File: src/rtl/imem_loader.sv
// imem_loader: boot-time loader for the byte-addressed instruction memory.
//
// A framed byte stream arrives over valid/ready. The frame is LEN_HI, LEN_LO
// (16-bit big-endian word count N), then 4*N payload bytes, then CHK, the
// payload sum mod 256. Each payload byte is written to BASE_ADDR + k, so the
// most significant byte of each word lands at the lowest address. The core is
// held in reset until a frame has loaded and its checksum has matched.
//
// Ports:
//   clk       rising-edge clock
//   rst       synchronous active-high reset
//   in_valid  stream byte valid
//   in_data   stream byte
//   in_ready  loader can accept a byte (decoded from the state register)
//   reload    restart frame reception from DONE or ERROR
//   wr_en     imem byte write strobe (registered)
//   wr_addr   imem byte address (registered)
//   wr_data   imem byte data (registered)
//   core_rst  processor core reset, released only in DONE (registered)
//   done      frame loaded and verified (registered)
//   err       frame rejected (registered)
module imem_loader #(
  parameter logic [31:0] BASE_ADDR = 32'h0000_0100,
  parameter int          MEM_BYTES = 4096,
  parameter int          ADDR_W    = 32
) (
  input  logic              clk,
  input  logic              rst,
  input  logic              in_valid,
  input  logic [7:0]        in_data,
  output logic              in_ready,
  input  logic              reload,
  output logic              wr_en,
  output logic [ADDR_W-1:0] wr_addr,
  output logic [7:0]        wr_data,
  output logic              core_rst,
  output logic              done,
  output logic              err
);

  typedef enum logic [2:0] {
    ST_LEN_HI  = 3'd0,
    ST_LEN_LO  = 3'd1,
    ST_PAYLOAD = 3'd2,
    ST_CHECK   = 3'd3,
    ST_DONE    = 3'd4,
    ST_ERROR   = 3'd5
  } state_t;

  // Running checksum: plain 8-bit wrapping sum.
  function automatic logic [7:0] chk_add(input logic [7:0] acc, input logic [7:0] data);
    return acc + data;
  endfunction

  state_t              state_r, state_nxt_s;
  logic [7:0]          len_hi_r, len_hi_nxt_s;
  logic [17:0]         count_r, count_nxt_s;
  logic [17:0]         total_r, total_nxt_s;
  logic [7:0]          chk_r, chk_nxt_s;
  logic                wr_en_r, wr_en_nxt_s;
  logic [ADDR_W-1:0]   wr_addr_r, wr_addr_nxt_s;
  logic [7:0]          wr_data_r, wr_data_nxt_s;
  logic                core_rst_r, done_r, err_r;
  logic                accept_s;
  logic [15:0]         len_s;
  logic [33:0]         end_addr_s;
  logic                len_bad_s;

  assign in_ready = (state_r != ST_DONE) && (state_r != ST_ERROR);
  assign accept_s = in_valid && in_ready;

  // Length check is done in 34 bits so BASE_ADDR + 4*N can never wrap.
  assign len_s      = {len_hi_r, in_data};
  assign end_addr_s = 34'(BASE_ADDR) + {16'd0, len_s, 2'b00};
  assign len_bad_s  = (len_s == 16'd0) || (end_addr_s > 34'(MEM_BYTES));

  assign wr_en    = wr_en_r;
  assign wr_addr  = wr_addr_r;
  assign wr_data  = wr_data_r;
  assign core_rst = core_rst_r;
  assign done     = done_r;
  assign err      = err_r;

  // Next-state and next-datapath logic for the frame receiver.
  always_comb begin
    state_nxt_s   = state_r;
    len_hi_nxt_s  = len_hi_r;
    count_nxt_s   = count_r;
    total_nxt_s   = total_r;
    chk_nxt_s     = chk_r;
    wr_en_nxt_s   = 1'b0;
    wr_addr_nxt_s = wr_addr_r;
    wr_data_nxt_s = wr_data_r;
    case (state_r)
      ST_LEN_HI: begin
        if (accept_s) begin
          len_hi_nxt_s = in_data;
          state_nxt_s  = ST_LEN_LO;
        end else begin
          state_nxt_s  = ST_LEN_HI;
        end
      end
      ST_LEN_LO: begin
        if (accept_s) begin
          count_nxt_s = 18'd0;
          chk_nxt_s   = 8'd0;
          total_nxt_s = {len_s, 2'b00};
          if (len_bad_s) begin
            state_nxt_s = ST_ERROR;
          end else begin
            state_nxt_s = ST_PAYLOAD;
          end
        end else begin
          state_nxt_s = ST_LEN_LO;
        end
      end
      ST_PAYLOAD: begin
        if (accept_s) begin
          wr_en_nxt_s   = 1'b1;
          wr_addr_nxt_s = ADDR_W'(BASE_ADDR + 32'(count_r));
          wr_data_nxt_s = in_data;
          chk_nxt_s     = chk_add(chk_r, in_data);
          count_nxt_s   = count_r + 18'd1;
          if (count_r == total_r - 18'd1) begin
            state_nxt_s = ST_CHECK;
          end else begin
            state_nxt_s = ST_PAYLOAD;
          end
        end else begin
          state_nxt_s = ST_PAYLOAD;
        end
      end
      ST_CHECK: begin
        if (accept_s) begin
          if (in_data == chk_r) begin
            state_nxt_s = ST_DONE;
          end else begin
            state_nxt_s = ST_ERROR;
          end
        end else begin
          state_nxt_s = ST_CHECK;
        end
      end
      ST_DONE, ST_ERROR: begin
        if (reload) begin
          state_nxt_s = ST_LEN_HI;
        end else begin
          state_nxt_s = state_r;
        end
      end
      default: begin
        state_nxt_s = ST_LEN_HI;
      end
    endcase
  end

  // State, datapath and output registers; status outputs follow the next state
  // so done/core_rst change on the very edge that enters DONE.
  always_ff @(posedge clk) begin
    if (rst) begin
      state_r    <= ST_LEN_HI;
      len_hi_r   <= 8'd0;
      count_r    <= 18'd0;
      total_r    <= 18'd0;
      chk_r      <= 8'd0;
      wr_en_r    <= 1'b0;
      wr_addr_r  <= ADDR_W'(BASE_ADDR);
      wr_data_r  <= 8'd0;
      core_rst_r <= 1'b1;
      done_r     <= 1'b0;
      err_r      <= 1'b0;
    end else begin
      state_r    <= state_nxt_s;
      len_hi_r   <= len_hi_nxt_s;
      count_r    <= count_nxt_s;
      total_r    <= total_nxt_s;
      chk_r      <= chk_nxt_s;
      wr_en_r    <= wr_en_nxt_s;
      wr_addr_r  <= wr_addr_nxt_s;
      wr_data_r  <= wr_data_nxt_s;
      core_rst_r <= (state_nxt_s != ST_DONE);
      done_r     <= (state_nxt_s == ST_DONE);
      err_r      <= (state_nxt_s == ST_ERROR);
    end
  end

endmodule

File: config.mk
export PLATFORM = sky130hd
export DESIGN_NAME = imem_loader
export DESIGN_NICKNAME = d
export VERILOG_FILES = /design/src/rtl/imem_loader.sv
export SDC_FILE = /design/constraint.sdc
export NUM_CORES = 1
export LEC_CHECK = 0
export ABC_CLOCK_PERIOD_IN_PS = 4500
export CAP_MARGIN = 20
export CELL_PAD_IN_SITES_DETAIL_PLACEMENT = 0
export CELL_PAD_IN_SITES_GLOBAL_PLACEMENT = 2
export CORE_MARGIN = 1.5
export CORE_UTILIZATION = 35
export DETAILED_ROUTE_END_ITERATION = 8
export PLACE_DENSITY_LB_ADDON = 0.1
export SYNTH_ARGS = -nofsm -noshare
export SYNTH_HDL_FRONTEND = slang
export SYNTH_SLANG_ARGS = --single-unit
File: constraint.sdc
create_clock -name clk -period 4.5 [get_ports clk]
set_clock_uncertainty 0.05 [all_clocks]
set_input_delay 1.35 -clock clk [delete_from_list [all_inputs] [get_ports clk]]
set_output_delay 1.35 -clock clk [all_outputs]
set_load 0.1 [all_outputs]
==> run metrics <==
routability cong. 0.778; Tmin final 3.49 ns; Longest Clk Path Bufs 2; M2 GR Usage 32.3%; top-count cell post-synth nand2_1; CP Launch Type primary input; share of cells above drive strength 1 6.58%; cell taking the most area after synthesis dfxtp_1; yosys warns 0; post-CTS sizing 0; Post-Synth Adder-Cell Area 3.28%; Max Slew Vio Count 0; GR Layer Usage met1 24.7%; register area 1680 µm²; via count of the first global-routing pass 3822; hold-fix buffers at CTS 0; Multi-input gate area 2450 µm²; Max-cap violations 0; Critical Path, Cell by Cell clkdlybuf4s50_1, nor3b_1, nand2_1, buf_4, nor2_1, a31oi_1, a311oi_1; largest family of logic cells by synthesized area simple AND/OR/NAND/NOR gates; mapped cell area 4420 µm²; chip height 115 µm; Wirelength per Cell 15.8 µm; clk_lat worst skew 0.34 ns; EDFF count, synth 0; final setup TNS 0 ns; Placed Cells incl. Taps 745; DR iter-0 viols 181; first-pass GRT wire length 19900 µm; HP Class reg -> reg; Largest stage delay, worst path 0.59 ns; Leak 1.77 nW; mux contribution to synthesized area 0%; PnR Total Power 0.00191 W; H-tree levels 3; Slowest-stage cell, CP clkdlybuf4s50_1; CTS buffer count 9; run status finished clean; Mapped Avg Cell Area 7.84 µm²; FFs w/ async S/R, synth 0%; Top Ports 57; DP HPWL 8580 µm; largest fanout on the critical path 17; fillers 1264; Total Wirelength 12000 µm; final hold vios 0; Worst IR Drop VDD 0.202 mV; Die Wd 115 µm; die area 13300 µm²; Post-Layout Cell Count 761; Max Fclk 0.287 GHz; Reg clk slew, reported paths 0.06 ns; Core ar. 12200 µm²; post-CTS setup buffers 0; initial antenna violation count 0; Pre-antenna DRT Iters 4; Syn Inst Count 564; DRC violation count after routing 0; Slew headroom 33.4%; Tot GR Track Use 19.3%; Worst EP required 4.70 ns; Synth top area share 38.0%; #FFs+latches synth 84; post-placement cell area 4890 µm²; Final period util 77.5%; count of unique library cells instantiated by Yosys 57; final setup violation count 0; Worst R2R Setup Slack 1.71 ns; measured slew at the worst slew-check pin 0.996 ns; Area contributors post-synth dfxtp_1 38%, nand2_1 9.3%, a21oi_1 7.7%; register area share after synthesis 38.0%; grt met3 use 3.95%; clock root buffer clkbuf_16; crit end category flip-flop; Vias 3943; largest net degree at the start of global routing 51; RSZ-0062 raised after global routing no; PortBufs 43; Via density 5.18; XOR/XNOR Fraction of Synth Area 6.34%; pwr dens 366 nW/µm²; complex-gate fraction of the synthesized area 19.1%; Routed Antenna Nets 0; Area Overhead vs Synth 17.8%; CTS tree yes; Synth top cells by count 109 x nand2_1, 84 x dfxtp_1, 68 x a21oi_1, 46 x nor2_1, 32 x clkbuf_1; starting density of the core 36.3%; final instance area 5210 µm²; Clock Sinks 84; Synth Area in Simple Gates 25.5%; # diodes 0; global route hottest layer met2; Critical Setup Path Class in -> reg; Cell Rows 40; top_reg_cell synth dfxtp_1; grt ovf 0; # nets final 611; Worst EP arrival 3.69 ns
placed cells by master (no fill, tap or decap), types with 7 or more instances in the layout:
master and n:
conb_1 13, nand3_1 20, buf_4 12, dfxtp_1 84
a311oi_1 10, clkdlybuf4s50_1 41, clkbuf_16 9, xnor2_1 22
o21ai_0 18, a31oi_1 7, ha_1 10, a211oi_1 11
a21oi_1 68, xor2_1 10, nor3_1 13, nand2_1 109
nor2_1 46
layer usage:
| metal | up-vias | part of all wire (%) | wire length [µm] |
|---|---|---|---|
| li1 | 2003 | - | - |
| met1 | 1849 | 46 | 5510 |
| met2 | 80 | 49 | 5850 |
| met3 | 11 | 3.6 | 432 |
| met4 | 0 | 1.7 | 209 |
| met5 | - | 0 | 0 |
logic make-up (layout without fill, tap and decap cells):
group                      after synthesis  count (layout)
xor gates and xnor gates                32              32
adders and majority gates               11              11
other                                    1              13
AOI/OAI and AO/OA                      135             135
and+or+nand+nor                        241             241
DFF                                     84              84
buffers and inverters                   60              77
critical path: cells and delay by family:
family                 cells  cell delay, ns
buffers and inverters      2            0.93
AOI/OAI and AO/OA          2            0.35
and+or+nand+nor            3            1.06
state kept, by name, summed over array words and instances (netlist names):
name and count:
err 1, core_rst 1, len_hi_r 8, done 1, wr_en 1, state_r 3, total_r 16, chk_r 8
wr_data 8, wr_addr 19, count_r 18
cell type report:
class / count / share of cell area, %
clock inverter: 4 / 1.39
inverter: 6 / 0.432
sequential: 84 / 32.3
tap: 168 / 4.04
multi-input combinational: 432 / 47.0
clock buffer: 12 / 4.73
timing repair buffer: 55 / 10.1
where the power goes:
part	switching (W)	internal, W
clock network	0.000299	0.000501
logic	0.000223	0.0000948
registers	0.0000246	0.000764
per-stage QoR:
stage	hold WS [ns]	setup WS, ns	util (%)
2_1_floorplan	0.395	1.59	-
3_3_place_gp	0.394	0.733	40.2
3_5_place_dp	0.397	0.687	40.2
4_1_cts	0.406	1.05	42.8
5_1_grt	0.424	0.775	42.8
6_report	0.401	1.01	42.8
path summary, 6_finish.rpt:
check	start	end	cells past startpoint
max	in_valid	count_r[17]	7
min	wr_addr[6]	wr_addr[6]	2
max reg2reg	state_r[1]	state_r[0]	6
min reg2reg	wr_addr[6]	wr_addr[6]	2
No activity file was read; power rests on OpenSTA's default activity.
